File: src/rtl/tmr1_peripheral_pkg.sv
// -----------------------------------------------------------------------------
// tmr1_peripheral_pkg
//   Shared constants and types for the Timer1 external-peripheral responder:
//   file-address defaults for TMR1L/TMR1H/T1CON, bus widths, the T1CON field
//   layout and the prescaler mask helper.
// -----------------------------------------------------------------------------
package tmr1_peripheral_pkg;

  localparam int ADDR_W = 9;
  localparam int DATA_W = 8;

  // File addresses of the Timer1 registers (bank 0).
  localparam logic [ADDR_W-1:0] TMR1L_ADDR_DEF = 9'h00E;
  localparam logic [ADDR_W-1:0] TMR1H_ADDR_DEF = 9'h00F;
  localparam logic [ADDR_W-1:0] T1CON_ADDR_DEF = 9'h010;

  typedef enum logic [1:0] {
    PS_1_1 = 2'd0,
    PS_1_2 = 2'd1,
    PS_1_4 = 2'd2,
    PS_1_8 = 2'd3
  } t1ckps_e;

  // T1CON, MSB first.
  typedef struct packed {
    logic       t1ginv;   // [7] gate polarity
    logic       tmr1ge;   // [6] gate enable
    t1ckps_e    t1ckps;   // [5:4] prescale select
    logic [1:0] spare;    // [3:2] storage only
    logic       tmr1cs;   // [1] 0 = instr_tick, 1 = t1cki
    logic       tmr1on;   // [0] timer on
  } t1con_t;

  // Prescaler terminal mask: the increment fires when all mask bits are set.
  function automatic logic [2:0] presc_mask(input t1ckps_e ps);
    case (ps)
      PS_1_1:  presc_mask = 3'd0;
      PS_1_2:  presc_mask = 3'd1;
      PS_1_4:  presc_mask = 3'd3;
      default: presc_mask = 3'd7;
    endcase
  endfunction

endpackage

File: src/rtl/tmr1_peripheral_if.sv
// -----------------------------------------------------------------------------
// tmr1_peripheral_if
//   Register-file side of the external peripheral port.
//   addr     : resolved 9-bit file address
//   wr_en    : write strobe (extern_peripherals_wr_en)
//   data_in  : write data
//   data_out : combinational read data (extern_peripherals_out)
//   master = register file, slave = peripheral.
// -----------------------------------------------------------------------------
interface tmr1_peripheral_if;
  import tmr1_peripheral_pkg::*;

  logic [ADDR_W-1:0] addr;
  logic              wr_en;
  logic [DATA_W-1:0] data_in;
  logic [DATA_W-1:0] data_out;

  modport master (output addr, output wr_en, output data_in, input data_out);
  modport slave  (input addr, input wr_en, input data_in, output data_out);
endinterface

File: src/rtl/tmr1_peripheral_sync_edge_detect.sv
// -----------------------------------------------------------------------------
// sync_edge_detect
//   Two-flop synchronizer for an asynchronous pin plus a registered
//   rising-edge pulse. All flops reset synchronously to 0.
//   clk   : core clock
//   rst   : synchronous active-high reset
//   din   : asynchronous input pin
//   level : synchronized level (2 clk after the pin)
//   rise  : one-cycle pulse, 3 clk after a pin rising edge
//   A pin that is already high when reset releases produces no pulse: a rise
//   is only reported once the synchronized level has been seen low.
// -----------------------------------------------------------------------------
module sync_edge_detect (
  input  logic clk,
  input  logic rst,
  input  logic din,
  output logic level,
  output logic rise
);

  logic meta;
  logic sync;
  logic sync_prev;
  logic valid_1;   // meta holds a real pin sample
  logic valid_2;   // sync holds a real pin sample
  logic armed;     // a genuine low level has been observed since reset

  // NOTE: every flop here is sequential state, so only non-blocking (<=)
  // assignments are used; blocking ones would collapse the synchronizer chain.
  always_ff @(posedge clk) begin
    if (rst) begin
      meta      <= 1'b0;
      sync      <= 1'b0;
      sync_prev <= 1'b0;
      valid_1   <= 1'b0;
      valid_2   <= 1'b0;
      armed     <= 1'b0;
      rise      <= 1'b0;
    end else begin
      meta      <= din;
      sync      <= meta;
      sync_prev <= sync;
      valid_1   <= 1'b1;
      valid_2   <= valid_1;
      armed     <= armed | (valid_2 & ~sync);
      rise      <= sync & ~sync_prev & armed;
    end
  end

  assign level = sync;

endmodule

File: src/rtl/tmr1_peripheral.sv
// -----------------------------------------------------------------------------
// tmr1_peripheral
//   Timer1 register set (TMR1L, TMR1H, T1CON) behind the core's external
//   peripheral port, plus the 16-bit timer with prescaler and overflow pulse.
//
//   Ports
//     clk           : core clock
//     rst           : synchronous active-high reset
//     bus           : tmr1_peripheral_if.slave (addr, wr_en, data_in, data_out)
//     instr_tick    : internal count source, one pulse per instruction cycle
//     t1cki         : asynchronous external clock pin
//     t1g_n         : asynchronous gate pin (only with TMR1_GATE_EN)
//     tmr1_overflow : one-cycle pulse coinciding with TMR1 = 0 after a wrap
//
//   Configuration macro
//     TMR1_GATE_EN : enables T1CON[7:6] and the t1g_n count gate. Without it
//                    T1CON[7:6] read 0 and t1g_n is ignored.
// -----------------------------------------------------------------------------
module tmr1_peripheral
  import tmr1_peripheral_pkg::*;
#(
  parameter logic [ADDR_W-1:0] TMR1L_ADDR = TMR1L_ADDR_DEF,
  parameter logic [ADDR_W-1:0] TMR1H_ADDR = TMR1H_ADDR_DEF,
  parameter logic [ADDR_W-1:0] T1CON_ADDR = T1CON_ADDR_DEF
) (
  input  logic               clk,
  input  logic               rst,
  tmr1_peripheral_if.slave   bus,
  input  logic               instr_tick,
  input  logic               t1cki,
  input  logic               t1g_n,
  output logic               tmr1_overflow
);

  t1con_t      t1con;
  logic [15:0] tmr1;
  logic [2:0]  presc;

  // ---------------------------------------------------------------------------
  // Address decode
  // ---------------------------------------------------------------------------
  logic sel_l, sel_h, sel_c;
  logic wr_l, wr_h, wr_c, tmr_wr;

  assign sel_l  = (bus.addr == TMR1L_ADDR);
  assign sel_h  = (bus.addr == TMR1H_ADDR);
  assign sel_c  = (bus.addr == T1CON_ADDR);
  assign wr_l   = bus.wr_en & sel_l;
  assign wr_h   = bus.wr_en & sel_h;
  assign wr_c   = bus.wr_en & sel_c;
  assign tmr_wr = wr_l | wr_h;

  // ---------------------------------------------------------------------------
  // Count source and gate
  // ---------------------------------------------------------------------------
  logic t1cki_rise;
  logic t1cki_level_unused;
  logic gate_ok;

  sync_edge_detect u_t1cki_sync (
    .clk   (clk),
    .rst   (rst),
    .din   (t1cki),
    .level (t1cki_level_unused),
    .rise  (t1cki_rise)
  );

`ifdef TMR1_GATE_EN
  localparam logic [DATA_W-1:0] T1CON_WR_MASK = 8'hFF;

  logic t1g_sync;
  logic t1g_rise_unused;

  sync_edge_detect u_t1g_sync (
    .clk   (clk),
    .rst   (rst),
    .din   (t1g_n),
    .level (t1g_sync),
    .rise  (t1g_rise_unused)
  );

  // T1GINV=0: count while the pin is low; T1GINV=1: count while it is high.
  assign gate_ok = ~t1con.tmr1ge | (t1g_sync ^ ~t1con.t1ginv);
`else
  localparam logic [DATA_W-1:0] T1CON_WR_MASK = 8'h3F;

  logic t1g_n_unused;
  assign t1g_n_unused = t1g_n;
  assign gate_ok      = 1'b1;
`endif

  logic       src_pulse;
  logic       cnt_en;
  logic [2:0] mask;
  logic       presc_full;
  logic       timer_inc;
  logic       inc_fire;

  assign src_pulse  = t1con.tmr1cs ? t1cki_rise : instr_tick;
  assign cnt_en     = t1con.tmr1on & gate_ok;
  assign mask       = presc_mask(t1con.t1ckps);
  assign presc_full = ((presc & mask) == mask);
  assign timer_inc  = src_pulse & cnt_en & presc_full;
  // A TMR1L/TMR1H write in the same cycle takes precedence over the increment.
  assign inc_fire   = timer_inc & ~tmr_wr;

  // ---------------------------------------------------------------------------
  // State
  // ---------------------------------------------------------------------------
  always_ff @(posedge clk) begin
    if (rst) begin
      t1con         <= '0;
      tmr1          <= 16'h0000;
      presc         <= 3'd0;
      tmr1_overflow <= 1'b0;
    end else begin
      // Registered so the pulse coincides with TMR1 reading 0.
      tmr1_overflow <= inc_fire & (tmr1 == 16'hFFFF);

      if (tmr_wr) begin
        presc <= 3'd0;
      end else if (src_pulse & cnt_en) begin
        presc <= presc_full ? 3'd0 : presc + 3'd1;
      end

      if (inc_fire) begin
        tmr1 <= tmr1 + 16'd1;
      end else begin
        if (wr_l) tmr1[7:0]  <= bus.data_in;
        if (wr_h) tmr1[15:8] <= bus.data_in;
      end

      // The prescaler and increment above use the pre-write T1CON.
      if (wr_c) t1con <= t1con_t'(bus.data_in & T1CON_WR_MASK);
    end
  end

  // ---------------------------------------------------------------------------
  // Read mux (combinational, sampled by the register file)
  // ---------------------------------------------------------------------------
  // NOTE: data_out gets a default before the decode so every path assigns it
  // and no latch is inferred.
  always_comb begin
    bus.data_out = 8'h00;
    if (sel_l)      bus.data_out = tmr1[7:0];
    else if (sel_h) bus.data_out = tmr1[15:8];
    else if (sel_c) bus.data_out = t1con;
  end

endmodule

File: src/flat_wrapper.sv
// flat-port wrapper written by rule: the top's interface ports become plain ports
module tmr1_peripheral_flat import tmr1_peripheral_pkg::*;
#(
  parameter logic [ADDR_W-1:0] TMR1L_ADDR = TMR1L_ADDR_DEF,
  parameter logic [ADDR_W-1:0] TMR1H_ADDR = TMR1H_ADDR_DEF,
  parameter logic [ADDR_W-1:0] T1CON_ADDR = T1CON_ADDR_DEF
)
  (clk, rst, instr_tick, t1cki, t1g_n, tmr1_overflow, bus_addr, bus_wr_en, bus_data_in, bus_data_out);
  tmr1_peripheral_if bus_i ();
  input  logic clk;
  input  logic rst;
  input  logic instr_tick;
  input  logic t1cki;
  input  logic t1g_n;
  output logic tmr1_overflow;
  input wire logic [$bits(bus_i.addr)-1:0] bus_addr;
  input wire logic [$bits(bus_i.wr_en)-1:0] bus_wr_en;
  input wire logic [$bits(bus_i.data_in)-1:0] bus_data_in;
  output wire logic [$bits(bus_i.data_out)-1:0] bus_data_out;
  assign bus_i.addr = bus_addr;
  assign bus_i.wr_en = bus_wr_en;
  assign bus_i.data_in = bus_data_in;
  assign bus_data_out = bus_i.data_out;
  tmr1_peripheral #(.TMR1L_ADDR(TMR1L_ADDR), .TMR1H_ADDR(TMR1H_ADDR), .T1CON_ADDR(T1CON_ADDR)) u_core (.clk(clk), .rst(rst), .bus(bus_i), .instr_tick(instr_tick), .t1cki(t1cki), .t1g_n(t1g_n), .tmr1_overflow(tmr1_overflow));
endmodule
File: config.mk
export PLATFORM = sky130hd
export DESIGN_NAME = tmr1_peripheral_flat
export DESIGN_NICKNAME = d
export VERILOG_FILES = /design/src/rtl/tmr1_peripheral_pkg.sv /design/src/rtl/tmr1_peripheral_if.sv /design/src/rtl/tmr1_peripheral_sync_edge_detect.sv /design/src/rtl/tmr1_peripheral.sv /design/src/flat_wrapper.sv
export SDC_FILE = /design/constraint.sdc
export NUM_CORES = 1
export LEC_CHECK = 0
export CORE_ASPECT_RATIO = 0.7
export CORE_UTILIZATION = 37
export DETAILED_ROUTE_END_ITERATION = 10
export MAX_ROUTING_LAYER = met4
export SYNTH_ARGS = -nofsm -noshare
export SYNTH_HDL_FRONTEND = slang
export SYNTH_SLANG_ARGS = --single-unit
File: constraint.sdc
create_clock -name clk -period 1.75 [get_ports clk]
set_input_delay 0.175 -clock clk [delete_from_list [all_inputs] [get_ports clk]]
set_output_delay 0.175 -clock clk [all_outputs]
set_load 0.02 [all_outputs]
==> out/results.txt, run 1 <==
The overall power came out at 1610 uW. Data on the critical path is required at its endpoint by 1.98 ns. The count of final hold-check violations is 0, and the routed length per placed instance is 16.3 um. For the number of antenna violations at the first check in global routing, the log shows 0. The count of nets left with antenna violations after detail routing is 0. The clock buffer count from CTS was 5. Entering global routing, the biggest net connects 26 pins. For the final routed database, the setup TNS stands at -0.0148 ns.

The via count of the first global-routing pass is 1,832, and the reg2reg setup slack is -0.01 ns. The HPWL after detailed placement is 3.66 mm. The arrival time at the worst endpoint was 1.99 ns; the headroom to the max-slew limit was 74.2%. Input and output buffers added on the ports amount to 30. Summing the sequential cell areas from Yosys gives 37.8% of the chip area.

The run finished, with violations left. The register with the most flip-flops in the layout has 16 of them. For the final max-slew violation count, the log shows 0.

Summed over all instances, the cell type with the most area after synthesis is sky130_fd_sc_hd__dfxtp_1. The tools report the weighted congestion reported at the end of routability-driven placement as 0.837. The area growth from synthesis to final layout is 46.7%. The count of placed standard cells in the final layout, fillers left out came out at 335. The tools report the die area as 5010 um^2. Setup repair after global routing could not meet its margin everywhere. The area share of the largest cell type after synthesis was 37.8%.

The total power density per cell area works out to 626 nW/um^2. The final route contains 1,907 vias. Sort of element at the start of the critical path: a flop. In the final layout, the registers with the most flip-flops are u_core.tmr1: 16 flops, u_core.t1con: 5 flops, u_core.presc: 3 flops.

Across the routed clock network, the largest skew measured is 0.00709 ns. Height of the chip: 59.5 um. The flip-flop and latch count after synthesis was 33.

Most common cell after layout, fill and taps aside: sky130_fd_sc_hd__buf_4. The tool flagged a number of max-cap violations equal to 0. In the global route stage, overall resource usage came out at 24.5%. Setup violations remaining at the end of the flow were counted as 2.

The type of the worst min-delay path was flop to flop. Number of rows created at floorplan: 20. The longest clock path from root to sink contains 2 buffers. The clock edge transition at the registers on the reported setup and hold paths was 0.07 ns. The top register by number of flip-flops was u_core.tmr1. After detailed placement, the total cell area comes to 2370 um^2. Summing every instance area after synthesis gives 1750 um^2.

TritonCTS built the clock tree. The final net count was 304; the final routed wirelength across all metal layers was 5.47 mm. In this run the mean area of a mapped cell was 8.09 um^2.

The maximum fanout encountered on the critical timing path is 7. The first detailed-routing pass ran for 7 iterations. The routed design could run at a clock period as short as 1.76 ns. The nature of the critical path endpoint was a flop. For this design the static power due to leakage is 0.000909 uW. The cell count after synthesis came out at 216.

The tools report the setup slack of the critical path after layout as -0.0102 ns. Measured along the x axis, the die boundary spans 84.2 um. The deepest level of the CTS H-tree came out at 2. Based on the critical path, the design can be clocked at up to 568 MHz. The first global-routing pass estimated 8.96 mm of wire. The tools report the cell at the root of the clock tree as sky130_fd_sc_hd__clkbuf_8. VDD sags by at most 0.000539 V. The post-layout instance area came out at 2560 um^2. By area the synthesized netlist is led by sky130_fd_sc_hd__dfxtp_1 (38%), sky130_fd_sc_hd__nand2_1 (6.9%), sky130_fd_sc_hd__a31oi_1 (5.0%). The net count after synthesis was 241; the period utilization was 101%. The final reports fail on DRC, setup timing. Cells fill 57.9% of the core in the end. The number of antenna diodes in the final layout is 0. The netlist uses 39 different library cells. CTS saw 33 sinks.

The cell count after placement came out at 323. After global routing the overflow that remains totals 0. Using the TritonRoute via totals, the vias-per-cell ratio works out to 5.69. After the first detailed-routing iteration, the DRC count stood at 146.

The region available for standard cell placement spans 4430 um^2. The library cells used most frequently in the layout, excluding fill and tap cells, are sky130_fd_sc_hd__buf_4 (36), sky130_fd_sc_hd__nand2_1 (31), sky130_fd_sc_hd__dfxtp_1 (28). In the final layout, the share of cells above drive strength 1 is 27.9%. The number of warnings reported in the yosys synthesis log was 0; the I/O pin count was 32. For this run, design rule violations remaining after detail routing come to 9. The effective utilization at floorplan was 39.5%; the transition at the pin with the smallest max-transition slack was 0.382 ns.

The critical path is of the flop to flop type. The tools report the worst-skew pair later-pin latency as 0.30 ns.
-- kinds of logic after synthesis --
logic type,count (synthesis),synth area share (%)
fa+ha+maj,2,1.43
mux,9,5.23
compound gates,51,19.4
buf+inv,21,5.44
simple gates,100,30.7
flops,33,37.8
-- per-layer routing --
| layer | routed length, um | GRT usage, % | vias up |
|---|---|---|---|
| met5 | 0 | - | - |
| met4 | 104 | 11.3 | 0 |
| met3 | 419 | 6.27 | 12 |
| met2 | 2260 | 33.4 | 66 |
| met1 | 2690 | 33.8 | 883 |
| li1 | - | - | 946 |
-- path summary, 6_finish.rpt --
| path | cells past startpoint | to | start |
|---|---|---|---|
| worst max-delay path | 5 | u_core.tmr1[13]$_SDFFE_PP0P_ | u_core.presc[2]$_SDFFE_PP0N_ |
| worst min-delay path | 1 | u_core.u_t1cki_sync.rise$_SDFF_PP0_ | u_core.u_t1cki_sync.sync_prev$_SDFF_PP0_ |
| worst max register to register | 5 | u_core.tmr1[13]$_SDFFE_PP0P_ | u_core.presc[2]$_SDFFE_PP0N_ |
| worst min register to register | 1 | u_core.u_t1cki_sync.rise$_SDFF_PP0_ | u_core.u_t1cki_sync.sync_prev$_SDFF_PP0_ |
-- power breakdown --
group | leakage, uW | internal [uW] | switching (uW) | total (uW)
Combinational | 0.000585 | 61.2 | 49.9 | 111
Sequential | 0.000270 | 756 | 2.05 | 758
Clock | 0.0000543 | 426 | 311 | 736
-- timing repair --
item | CTS | global route
gates cloned | 2 | 0
pin swaps | 11 | 8
resized for setup | 54 | 13
hold buffers | 0 | 0
setup buffers | 0 | 2
setup endpoints to repair | 25 | 17
-- worst max-delay path: stages (launching register included) --
cell and delay, ns:
sky130_fd_sc_hd__dfxtp_2 0.33, sky130_fd_sc_hd__nand2b_4 0.13, sky130_fd_sc_hd__a311oi_4 0.12, sky130_fd_sc_hd__or3_4 0.45, sky130_fd_sc_hd__or4_1 0.49, sky130_fd_sc_hd__a31oi_1 0.17
-- synth_stat cells --
| library cell | instances |
|---|---|
| sky130_fd_sc_hd__inv_1 | 6 |
| sky130_fd_sc_hd__o21ai_0 | 7 |
| sky130_fd_sc_hd__nor2b_1 | 6 |
| sky130_fd_sc_hd__and3_4 | 1 |
| sky130_fd_sc_hd__buf_2 | 1 |
| sky130_fd_sc_hd__nor4_1 | 3 |
| sky130_fd_sc_hd__a21oi_1 | 10 |
| sky130_fd_sc_hd__nor4b_1 | 1 |
| sky130_fd_sc_hd__and4b_4 | 1 |
| sky130_fd_sc_hd__a211oi_1 | 1 |
| sky130_fd_sc_hd__or3_4 | 1 |
| sky130_fd_sc_hd__buf_6 | 2 |
| sky130_fd_sc_hd__a31oi_1 | 14 |
| sky130_fd_sc_hd__dfxtp_1 | 33 |
| sky130_fd_sc_hd__nand3_1 | 12 |
| sky130_fd_sc_hd__mux2i_1 | 8 |
| sky130_fd_sc_hd__nand3b_1 | 1 |
| sky130_fd_sc_hd__nand4_1 | 6 |
| sky130_fd_sc_hd__o31ai_1 | 1 |
| sky130_fd_sc_hd__nor3_1 | 5 |
| sky130_fd_sc_hd__a311o_1 | 1 |
| sky130_fd_sc_hd__o211ai_1 | 4 |
| sky130_fd_sc_hd__nand2b_1 | 2 |
| sky130_fd_sc_hd__or3_1 | 5 |
| sky130_fd_sc_hd__clkbuf_1 | 8 |
| sky130_fd_sc_hd__nor2_1 | 8 |
| sky130_fd_sc_hd__o311ai_0 | 8 |
| sky130_fd_sc_hd__a2bb2oi_1 | 1 |
| sky130_fd_sc_hd__or4_1 | 9 |
| sky130_fd_sc_hd__mux2_2 | 1 |
| sky130_fd_sc_hd__a22oi_1 | 2 |
| sky130_fd_sc_hd__or2_2 | 2 |
| sky130_fd_sc_hd__buf_1 | 4 |
| sky130_fd_sc_hd__a32oi_1 | 1 |
| sky130_fd_sc_hd__nand2_1 | 32 |
| sky130_fd_sc_hd__and3_1 | 1 |
| sky130_fd_sc_hd__a311oi_1 | 1 |
| sky130_fd_sc_hd__ha_1 | 2 |
| sky130_fd_sc_hd__and2_1 | 4 |
-- layout make-up --
cell class	count	area, um^2
flip-flops and latches	33	669
well taps	55	68.8
multi-input cells	164	1100
clock buffers	5	68.8
fillers	421	1870
clock inverters	3	46.3
repair buffers	69	584
inverters	6	22.5
-- metrics by stage --
stage          setup WS, ns  hold WS (ns)
2_1_floorplan       -0.0877         0.247
3_3_place_gp         -0.574         0.389
3_5_place_dp         -0.561         0.390
4_1_cts             -0.0201         0.404
5_1_grt             -0.0656         0.426
6_report            -0.0102         0.411
(Power assumes the default switching activity.)
==> run 2: changes to the inputs <==
--- a/config.mk
+++ b/config.mk
@@ -6,9 +6,11 @@
 export NUM_CORES = 1
 export LEC_CHECK = 0
 export CORE_ASPECT_RATIO = 0.7
-export CORE_UTILIZATION = 37
+export CORE_UTILIZATION = 41
 export DETAILED_ROUTE_END_ITERATION = 10
 export MAX_ROUTING_LAYER = met4
+export PLACE_DENSITY = 0.68
+export SLEW_MARGIN = 20
 export SYNTH_ARGS = -nofsm -noshare
 export SYNTH_HDL_FRONTEND = slang
 export SYNTH_SLANG_ARGS = --single-unit
==> out/results.txt, run 2 (same netlist as run 1, synthesis figures left out) <==
The run finished, with violations left. The checks that failed: setup timing. The number of cells on the critical path was 5 (unchanged).

The overall power is 1620 uW (+1.0%). Traced cell by cell, the critical path runs through mux2_4 > nand2_4 > or3_4 > or4_1 > a31oi_1. The cell with the largest stage delay on the worst path was sky130_fd_sc_hd__or4_1. For the arrival time at the worst endpoint, the log shows 2.03 ns (+0.04 ns).

The core outline area was 3990 um^2 (-9.8%). The logs give 157 (+7.5%) for the violation count after the first detailed-route iteration and 46.7% (-0.5 points) for the proportion of power drawn by flip-flops and latches. The max-cap check violation count was 0 (unchanged); the die area was 4530 um^2 (-9.5%).

The detailed-routing wirelength on met1 came out at 2.61 mm (-3.1%). The most critical setup path has its startpoint at u_core.t1con[1]$_SDFFE_PP0P_. The tools report the sum of met3 wire segment lengths after detailed routing as 488 um (+16%). Sort of element at the start of the critical path: a flop. The worst supply voltage drop on vdd came out at 0.000467 V (-13%).

The share of layout cells above drive strength 1 came out at 29.3% (+1.5 points). The pin count of the biggest net entering global routing was 20 (-23%); the height of the chip was 56.6 um (-4.8%). Final max-slew violation count: 0 (unchanged). Number of cells on the worst hold path: 1 (unchanged).

The period utilization came out at 103% (+2.7 points). The weighted congestion reported at the end of routability-driven placement was 0.858 (+2.5%); the static leakage was 0.000923 uW (+1.5%). The die outline width came out at 80.0 um (-4.9%). The half-perimeter wire length of the detailed placement result came out at 3.71 mm (+1.3%). The aggregate global routing overflow is 0 (unchanged), and the post-layout instance area is 2590 um^2 (+1.0%). Largest delay contributor family on the critical path: simple AND/OR/NAND/NOR gates. In the layout the commonest cells are sky130_fd_sc_hd__buf_4 (38), sky130_fd_sc_hd__nand2_1 (31), sky130_fd_sc_hd__dfxtp_1 (27). The clock edge transition at the registers on the reported setup and hold paths is 0.08 ns (about the same), and the buffer depth of the longest clock path is 2 (unchanged). The total power density per cell area is 626 nW/um^2 (about the same), and the number of filler instances in the final layout is 345 (-18%). The most common cell after layout, fill and taps aside is sky130_fd_sc_hd__buf_4. The transition at the pin with the smallest max-transition slack was 0.400 ns (+0.0185 ns).

The quantity of hold-fixing buffers added after cts was 0 (unchanged); the final-report setup violation count was 4 (+2). The switching part of the total power came out at 23.4% (+0.78 points). The min-delay analysis places its worst path in the category flop to flop.

The routed length per placed instance is 16.8 um (+2.8%), and the cell area after placement is 2360 um^2 (-0.26%). For the upper clock frequency limit, the log shows 553 MHz (-2.6%). The area growth from synthesis to final layout was 48.2%; the I/O pin count was 32 (unchanged). The tools report the first-pass GRT wire length as 8.74 mm (-2.5%). The global-route total usage across every layer was 26.6% (+2.1 points). The largest registers in the layout are u_core.tmr1: 16 flops, u_core.t1con: 5 flops, u_core.presc: 3 flops. The final net count is 307 (+0.99%). The met2 wirelength from detailed routing came out at 2.45 mm (+8.7%). The maximum fanout encountered on the critical timing path was 6 (-1). For the count of final hold-check violations, the log shows 0 (unchanged). Share of the core filled with cells: 64.8% (+7.0 points). The clock buffer count from CTS was 5 (unchanged); the headroom to the max-slew limit was 73.3% (-0.91 points). The number of sinks on the clock net was 33 (unchanged). For the total vias in the final route, the log shows 1,940 (+1.7%). The tools report the via count of the first global-routing pass as 1,849 (+0.93%). The run gives 0.30 ns (about the same) as the worst-skew pair later-pin latency. The residual DRC count is 0 (-9).

The count of nets left with antenna violations after detail routing is 0 (unchanged). TritonCTS built the clock tree. The number of antenna violations at the first check in global routing came out at 0 (unchanged). The reg2reg setup slack came out at -0.06 ns (-0.05 ns). The tools report the proportion of power drawn by the clock network as 46.4% (+0.5 points).

The number of flip-flops in the largest register works out to 16 (unchanged). Setup repair after global routing could not meet its margin everywhere. The largest stage delay on the critical path is 0.50 ns (about the same). The root buffer cell chosen for the clock tree is sky130_fd_sc_hd__clkbuf_8. Reg-to-reg endpoint: u_core.tmr1[11]$_SDFFE_PP0P_. Effective utilization at floorplan: 43.8% (+4.3 points). The setup slack of the critical path after layout was -0.0568 ns (-0.0466 ns). The net switching power was 379 uW (+4.5%). The length of the first detailed-routing pass in iterations is 5 (-2), and the number of rows created at floorplan is 19 (-5.0%). The average vias per placed instance is 5.79 (+1.7%). The critical path buffer and inverter count was 0 (unchanged); the endpoint required time on the critical path was 1.98 ns (about the same). The top register by number of flip-flops was u_core.tmr1. For the clock skew, the log shows 0.00505 ns (-0.00204 ns). The run gives 0.398 ns (-0.0124 ns) as the final hold slack. The critical path is of the flop to flop type.

Final routed wirelength across all metal layers: 5.63 mm (+2.8%). For the deepest level of the CTS H-tree, the log shows 2 (unchanged). The endpoint of the most critical setup path is u_core.tmr1[11]$_SDFFE_PP0P_. The depth of the most critical reg-to-reg path was 5 (unchanged). The internal power is 1240 uW (about the same).

In this run the top signal layer used is met4. The shortest period the worst path allows was 1.81 ns (+0.0466 ns). The worst register-to-register path begins at u_core.t1con[1]$_SDFFE_PP0P_. The quantity of I/O buffers inserted on ports is 30 (unchanged).

The worst setup path is captured at a flop. The combinational share of power was 6.9% (about the same); the final antenna diode count was 0 (unchanged).
## run 2: cell types whose count changed in the layout (fill, tap and decap cells not counted), moves of 2 or more
cell and delta:
sky130_fd_sc_hd__buf_12 -2, sky130_fd_sc_hd__buf_6 +3, sky130_fd_sc_hd__o311ai_2 +2, sky130_fd_sc_hd__buf_4 +2
## run 2: cell type report
cell class                      instances  area (um^2)  share of cell area, %
Inverter                                6         22.5                  0.870
Tap cell                               52         65.1                   2.51
Sequential cell                        33          671                   25.9
Clock inverter                          3         46.3                   1.79
Clock buffer                            5         68.8                   2.66
Timing Repair Buffer                   72          597                   23.0
Multi-Input combinational cell        164         1120                   43.2
## run 2: timing repair
| action | CTS | global route |
|---|---|---|
| buffers inserted | 1 | 1 |
| resized for setup | 57 | 15 |
| endpoints found under the setup margin | 24 | 18 |
| pin swaps | 18 | 6 |
| cloned | 2 | 0 |
## run 2: how the worst min path moves through the flow
stage	startpoint	endpoint	slack [ns]
6_report	u_core.u_t1cki_sync.sync_prev$_SDFF_PP0_	u_core.u_t1cki_sync.rise$_SDFF_PP0_	0.40
5_1_grt	u_core.u_t1cki_sync.sync_prev$_SDFF_PP0_	u_core.u_t1cki_sync.rise$_SDFF_PP0_	0.42
4_1_cts	u_core.u_t1cki_sync.sync_prev$_SDFF_PP0_	u_core.u_t1cki_sync.rise$_SDFF_PP0_	0.40
3_5_place_dp	u_core.u_t1cki_sync.sync_prev$_SDFF_PP0_	u_core.u_t1cki_sync.rise$_SDFF_PP0_	0.39
3_3_place_gp	u_core.u_t1cki_sync.sync_prev$_SDFF_PP0_	u_core.u_t1cki_sync.rise$_SDFF_PP0_	0.38
2_1_floorplan	rst	u_core.u_t1cki_sync.valid_2$_SDFF_PP0_	0.25
## run 2: power groups by stage
stage | Clock, uW | Sequential, uW | Combinational, uW
3_5_place_dp | 0 | 778 | 110
2_1_floorplan | 0 | 777 | 33.7
4_1_cts | 758 | 760 | 108
5_1_grt | 788 | 759 | 119
6_report | 752 | 758 | 112
3_3_place_gp | 0 | 777 | 110
## run 2: through the flow
step                      setup TNS (ns)  worst slack, ns  cells
after floorplan                   -0.415          -0.0877    216
after detailed placement          -12.24           -0.565    323
after global placement            -11.68           -0.565    323
after global routing              -0.341          -0.0757    335
final                             -0.120          -0.0568    335
after CTS                        -0.0107          -0.0107    334
## run 2: metal layers
metal / track usage (%) / vias to the layer above
met5: - / -
met4: 11.5 / 0
met3: 5.53 / 12
met2: 38.3 / 83
met1: 35.8 / 897
li1: - / 948
==> run 3: changes to the inputs <==
--- a/config.mk
+++ b/config.mk
@@ -5,11 +5,13 @@
 export SDC_FILE = /design/constraint.sdc
 export NUM_CORES = 1
 export LEC_CHECK = 0
+export ABC_AREA = 1
 export CORE_ASPECT_RATIO = 0.7
 export CORE_UTILIZATION = 41
 export DETAILED_ROUTE_END_ITERATION = 10
 export MAX_ROUTING_LAYER = met4
-export PLACE_DENSITY = 0.68
+export PLACE_DENSITY = 0.66
+export SETUP_SLACK_MARGIN = 0.4
 export SLEW_MARGIN = 20
 export SYNTH_ARGS = -nofsm -noshare
 export SYNTH_HDL_FRONTEND = slang
==> out/results.txt, run 3 <==
The run finished with clean final reports. The number of enable-type register cells in the synthesized netlist works out to 0 (unchanged). The maximum fanout encountered on the critical timing path is 7 (+1).

The quantity of hold-fixing buffers added after cts is 0 (unchanged), and the final max-slew violation count is 0 (unchanged). The detailed router used layers up to and including met4. The pin count of the biggest net entering global routing is 15 (-25%), and the violation count after the first detailed-route iteration is 230 (+46%).

The cell at the root of the clock tree is sky130_fd_sc_hd__clkbuf_8. The run gives -0.560 ns (+0.00457 ns) as the worst slack after detailed placement. The aggregate global routing overflow was 0 (unchanged).

Depth of the most critical reg-to-reg path: 9 (+4). Setup repair after global routing could not meet its margin everywhere. The setup slack of the critical path after layout is 0.281 ns (+0.338 ns), and the routed length per placed instance is 15.8 um (-5.8%). The met2 wirelength from detailed routing is 3.41 mm (+39%). The average cell area after synthesis is 6.32 um^2 (-22%), and the total power density per cell area is 442 nW/um^2 (-29%). The tools report the final antenna diode count as 0 (unchanged).

The most frequent cell after synthesis was sky130_fd_sc_hd__nand2_1. The shortest period the worst path allows came out at 1.47 ns (-0.338 ns). The flip-flop and latch count after synthesis works out to 33 (unchanged). The final-report setup violation count was 0 (-4); the first-pass GRT wire length was 11.0 mm (+26%). Ranked by flip-flop count, first place goes to u_core.tmr1. Length of the first detailed-routing pass in iterations: 4 (-1). The detailed-routing wirelength on met1 was 3.40 mm (+30%); the unique cell type count in the Yosys netlist was 34 (-13%). By area the synthesized netlist is led by sky130_fd_sc_hd__dfxtp_1 (31%), sky130_fd_sc_hd__nand2_1 (14%), sky130_fd_sc_hd__nand3_1 (11%). The number of antenna violations at the first check in global routing came out at 0 (unchanged). Count of final hold-check violations: 0 (unchanged). Leading register cell type out of synthesis: sky130_fd_sc_hd__dfxtp_1. The run gives 691 um (+42%) as the sum of met3 wire segment lengths after detailed routing. The number of sinks on the clock net was 33 (unchanged). The run gives 0.000329 V (-30%) as the worst supply voltage drop on vdd. The die area was 5480 um^2 (+21%).

Number of flip-flops in the largest register: 16 (unchanged). The number of rows created at floorplan came out at 21 (+2). The tools report the final net count as 442 (+44%).

The height of the chip is 62.2 um (+9.9%). Net count after synthesis: 361 (+50%). The run gives 5 (unchanged) as the clock buffer count from CTS. The max-cap check violation count came out at 0 (unchanged). The logs give 2720 um^2 (+15%) for the cell area after placement and 0.916 (+6.8%) for the weighted congestion reported at the end of routability-driven placement. The final hold slack came out at 0.372 ns (-0.0262 ns). STA classifies the critical path endpoint as an output port. The logs give 32 (unchanged) for the I/O pin count and 0 (unchanged) for the residual DRC count. The static leakage was 0.00148 uW (+60%); the die outline width was 88.0 um (+10%). The effective utilization at floorplan is 43.5% (-0.29 points). The count of nets left with antenna violations after detail routing is 0 (unchanged), and the half-perimeter wire length of the detailed placement result is 4.91 mm (+33%).

The tools report the number of warnings reported in the yosys synthesis log as 0 (unchanged). STA classifies the critical path startpoint as a primary input. TritonCTS built the clock tree.

For the deepest level of the CTS H-tree, the log shows 2 (unchanged). The core outline area is 4890 um^2 (+22%), and the final routed wirelength across all metal layers is 7.69 mm (+37%). The quantity of I/O buffers inserted on ports came out at 30 (unchanged). The headroom to the max-slew limit is 71.6% (-1.8 points), and the worst-skew pair later-pin latency is 0.30 ns (about the same). The tools report the endpoint required time on the critical path as 1.57 ns (-0.41 ns). The critical path is of the primary input to output port type.

The buffer depth of the longest clock path is 2 (unchanged), and the upper clock frequency limit is 681 MHz (+23%). The clock skew was 0.00916 ns (+0.00411 ns); the via count of the first global-routing pass was 2,306 (+25%). Post-synthesis cell type with the largest combined area: sky130_fd_sc_hd__dfxtp_1. The global-route total usage across every layer was 27.1% (+0.53 points); the arrival time at the worst endpoint was 1.29 ns (-0.74 ns). Number of cells on the worst hold path: 5 (+4). Most common cell after layout, fill and taps aside: sky130_fd_sc_hd__nand2_1. The average vias per placed instance was 5.47 (-5.5%). The total vias in the final route was 2,660 (+37%); the number of instances in the synthesized netlist was 336 (+56%). The period utilization was 83.9% (-19 points). The share of layout cells above drive strength 1 was 43.9% (+15 points). In the layout the commonest cells are sky130_fd_sc_hd__nand2_1 (67), sky130_fd_sc_hd__buf_4 (42), sky130_fd_sc_hd__inv_1 (39).

The tools report the accumulated negative setup slack as 0 ns (+0.120 ns). The type of the worst min-delay path is primary input to flop. The cell area after synthesis was 2120 um^2 (+22%). For the post-layout instance area, the log shows 3450 um^2 (+33%). The share of flip-flops with an asynchronous set or reset after synthesis was 0% (unchanged); the area growth from synthesis to final layout was 62.5%. In the final layout, the registers with the most flip-flops are u_core.tmr1: 16 flops, u_core.t1con: 5 flops, u_core.presc: 3 flops. The clock edge transition at the registers on the reported setup and hold paths was 0.07 ns (about the same). The part of the Yosys area used for sequential elements was 31.1% (-6.7 points); the transition at the pin with the smallest max-transition slack was 0.427 ns (+0.0264 ns). The commonest cells after synthesis are sky130_fd_sc_hd__nand2_1 (81), sky130_fd_sc_hd__inv_1 (47), sky130_fd_sc_hd__nand3_1 (46). The area share of the largest cell type after synthesis came out at 31.1% (-6.7 points).
## run 3: changes by cell type after synthesis, moves of 8 or more
cell | previous run | this run
sky130_fd_sc_hd__a31oi_1 | 14 | 0
sky130_fd_sc_hd__mux2i_1 | 8 | 0
sky130_fd_sc_hd__nand3_1 | 12 | 46
sky130_fd_sc_hd__nor2_1 | 8 | 45
sky130_fd_sc_hd__inv_1 | 6 | 47
sky130_fd_sc_hd__nand2_1 | 32 | 81
sky130_fd_sc_hd__a21oi_1 | 10 | 21
sky130_fd_sc_hd__or4_1 | 9 | 0
sky130_fd_sc_hd__o311ai_0 | 8 | 0
## run 3: timing repair
action / 4_1_cts / 5_1_grt
endpoints found under the hold margin: 0 / 0
setup endpoints to repair: 35 / 25
cloned: 1 / 1
buffers inserted: 11 / 8
pin swaps: 23 / 32
resized for setup: 142 / 89
## run 3: path summary, 6_finish.rpt
check | start | endpoint | slack (ns)
worst max-delay path | bus_addr[7] | bus_data_out[3] | 0.28
worst min-delay path | bus_addr[7] | u_core.t1con[4]$_SDFFE_PP0P_ | 0.37
worst max register to register | u_core.tmr1[0]$_SDFFE_PP0P_ | u_core.tmr1[8]$_SDFFE_PP0P_ | 0.38
worst min register to register | u_core.u_t1cki_sync.sync_prev$_SDFF_PP0_ | u_core.u_t1cki_sync.rise$_SDFF_PP0_ | 0.38
## run 3: per-stage QoR
step	utilization, %	std cells	power [uW]
after global placement	55.6	458	915
after CTS	62.5	477	1520
after floorplan	-	336	823
after global routing	70.7	486	1570
after detailed placement	55.6	458	918
final	70.7	486	1530
## run 3: cell type report
type / instances / area (um^2)
clock buffer: 7 / 86.3
fill: 381 / 1430
inverter: 50 / 209
multi-input combinational: 245 / 1620
sequential: 33 / 702
tap: 69 / 86.3
timing repair buffer: 81 / 744
timing repair inverter: 1 / 7.51
## run 3: routing by layer
metal	up-vias	global-route usage (%)
met4	0	9.07
met5	-	-
met2	144	38.7
met1	1243	37.7
li1	1247	-
met3	26	5.98
## run 3: report_power, final
part	switching, uW	total [uW]	internal [uW]	leakage (uW)
clock network	303	616	313	0.0000443
logic	84.7	163	78.5	0.00116
registers	2.29	748	746	0.000278
## run 3: cell families after synthesis
family,after synthesis,synth area share (%)
AOI/OAI and AO/OA,40,11.1
xor gates and xnor gates,6,2.47
adders and majority gates,2,1.18
buffers and inverters,58,12.2
DFF,33,31.1
and+or+nand+nor,197,42.0
## run 3: worst max-delay path: stages
cell                      delay, ns
sky130_fd_sc_hd__buf_8         0.10
sky130_fd_sc_hd__nor2_4        0.12
sky130_fd_sc_hd__nand2_2       0.09
sky130_fd_sc_hd__nor2_4        0.19
sky130_fd_sc_hd__nand2_4       0.10
sky130_fd_sc_hd__inv_6         0.10
sky130_fd_sc_hd__a21oi_2       0.06
sky130_fd_sc_hd__a22oi_2       0.19
sky130_fd_sc_hd__buf_6         0.15
==> patch, RTL diff (settings of run 3) <==
Build with the macro `TMR1_GATE_EN` defined.
--- a/src/rtl/tmr1_peripheral.sv
+++ b/src/rtl/tmr1_peripheral.sv
@@ -16,6 +16,8 @@
 //     TMR1_GATE_EN : enables T1CON[7:6] and the t1g_n count gate. Without it
 //                    T1CON[7:6] read 0 and t1g_n is ignored.
 // -----------------------------------------------------------------------------
+`define TMR1_GATE_EN
+
 module tmr1_peripheral
   import tmr1_peripheral_pkg::*;
 #(
Function: changed (a bounded check fails within 4 cycles, from zero or initial values and one cycle with rst high).
==> patch against run 3 <==
Clock skew about the same. Total power is 18% higher. Combinational power rose by 7%. Count of clock-buffer cells in the layout decreased by 2. Setup slack got worse by 0.086 ns. Wire length is 0.72% higher. Final area rose by 3.6%. Synthesized area rose by 6.5%. Sequential cell count increased by 4. Maximum frequency decreased by 5.5%.
==> patch: results (changes against run 3) <==
The run gives 155 (was 142) as the number of instances resized during post-cts repair. The mean number of vias per cell came out at 5.31 (was 5.47). Top cells by area, synth: dfxtp_1, nand2_1, inv_1 (was dfxtp_1, nand2_1, nand3_1). The critical path's largest stage delay was 0.35 ns (was 0.19 ns); the largest net degree at the start of global routing was 21 (was 15). The routed wire length on met2 was 3.61 mm (was 3.41 mm); the number of nets produced by synthesis was 355 (was 361). For the worst setup slack before clock tree synthesis, the log shows -0.529 ns (was -0.560 ns). The fraction of registers with async set/reset was 0 (unchanged); the total CTS buffers was 5 (unchanged). For the wire length on met1, the log shows 3.37 mm (was 3.40 mm). For the detailed-router iteration count before antenna repair, the log shows 5 (was 4). The average cell area after synthesis is 6.86 um^2 (was 6.32 um^2), and the number of global-route vias before repair is 2402 (was 2306). The DRC marker count from the first detailed-route iteration came out at 210 (was 230).

The flow ran to the end, and the final reports show no timing, DRC or antenna violations. The tools report the worst-case headroom to the max-slew limit as 0.760 (was 0.716). The share of synthesized area occupied by flip-flops and latches was 0.327 (was 0.311); the cell leakage power was 1.55 nW (was 1.48 nW). The post-synthesis mux area share was 0 (unchanged). The tools report the number of warnings printed during yosys synthesis as 0 (unchanged).

The synthesized-area fraction occupied by ao, oa, aoi and oai cells works out to 0.160 (was 0.111). The clock-pin slew on the worst setup and hold paths is 0.09 ns (was 0.07 ns). Highest fanout seen on the critical path: 6 (was 7). The number of buffers inserted to repair setup after CTS is 18 (was 11), and the count of non-filler cells in the finished layout is 489 (was 486). The sum of routed wire length over all layers was 7.74 mm (was 7.69 mm); the largest clock skew in the final design was 0.00964 ns (was 0.00916 ns). The share of layout cells above drive strength 1 works out to 0.434 (was 0.439). Met2 capacity usage during global routing: 0.401 (was 0.387).

The routability congestion estimate from global placement was 0.867 (was 0.916). Leading post-synthesis cells by instance count: nand2_1, inv_1, dfxtp_1 (was nand2_1, inv_1, nand3_1). The run gives 11.8 mm (was 11.0 mm) as the first-pass GRT wire length.

Biggest registers after layout: u_core.tmr1 (16), u_core.t1con (8), u_core.presc (3) (was u_core.tmr1 (16), u_core.t1con (5), u_core.presc (3)). For the met3 track demand over resource in global routing, the log shows 0.0845 (was 0.0598). The total track usage was 0.269 (was 0.271); the total of buffers placed on input and output ports was 31 (was 30). The slowest library cell on the worst path is dfxtp_1 (was nor2_4). The xor and xnor fraction of the mapped netlist area was 0.0232 (was 0.0247); the net count reported at finish was 441 (was 442). The number of distinct library cells after synthesis was 38 (was 34); the worst ir drop on vdd was 0.571 mV (was 0.329 mV).

The logs give 0 (unchanged) for the number of antenna violations at the first check in global routing and 710 um (was 691 um) for the sum of met3 wire segment lengths after detailed routing. The detailed-placement wirelength estimate is 4.65 mm (was 4.91 mm). The tools report the placed instance count as 449 (was 458).
-- patch: cell types whose count changed after synthesis, moves of 6 or more --
cell / delta
nand3_1: -17
nand2_1: -11
a21boi_1: +6
nor2_1: -9
o21ai_1: +6
inv_1: -6
-- patch: final cells by class --
type	instances	area [um^2]
fillers	434	1710
repair buffers	84	793
well taps	72	90.1
multi-input cells	240	1630
inverters	48	198
clock buffers	5	68.8
clock inverters	3	46.3
flip-flops and latches	37	754
-- patch: kinds of logic (layout without fill, tap and decap cells) --
kind of cell    after synthesis  in the layout
simple gates                168            171
compound gates               61             61
buf+inv                      56            140
flops                        37             37
xor+xnor                      6              6
fa+ha+maj                     2              2
-- patch: per-stage QoR --
stage | area [um^2] | hold WS (ns)
detailed placement | 2800 | 0.393
CTS | 3310 | 0.383
finish | 3580 | 0.389
floorplan | 2270 | 0.282
global route | 3580 | 0.404
global placement | 2800 | 0.384
-- patch: path summary, 6_finish.rpt --
check                                                              end                                start  slack [ns]  cells after the start
worst max register to register             u_core.tmr1[2]$_SDFFE_PP0P_         u_core.t1con[5]$_SDFFE_PP0P_        0.19                     10
worst min register to register  u_core.u_t1cki_sync.valid_2$_SDFF_PP0_  u_core.u_t1cki_sync.valid_1$_DFF_P_        0.40                      2
worst min-delay path               u_core.u_t1cki_sync.meta$_SDFF_PP0_                                t1cki        0.39                      3
worst max-delay path                       u_core.tmr1[2]$_SDFFE_PP0P_         u_core.t1con[5]$_SDFFE_PP0P_        0.19                     10
-- patch: where the power goes --
part	total (mW)	switching [mW]	internal [mW]	leakage, nW
sequential	0.852	0.00323	0.849	0.305
clock	0.773	0.346	0.427	0.0543
combinational	0.174	0.0896	0.0841	1.19
total	1.80	0.439	1.36	1.55
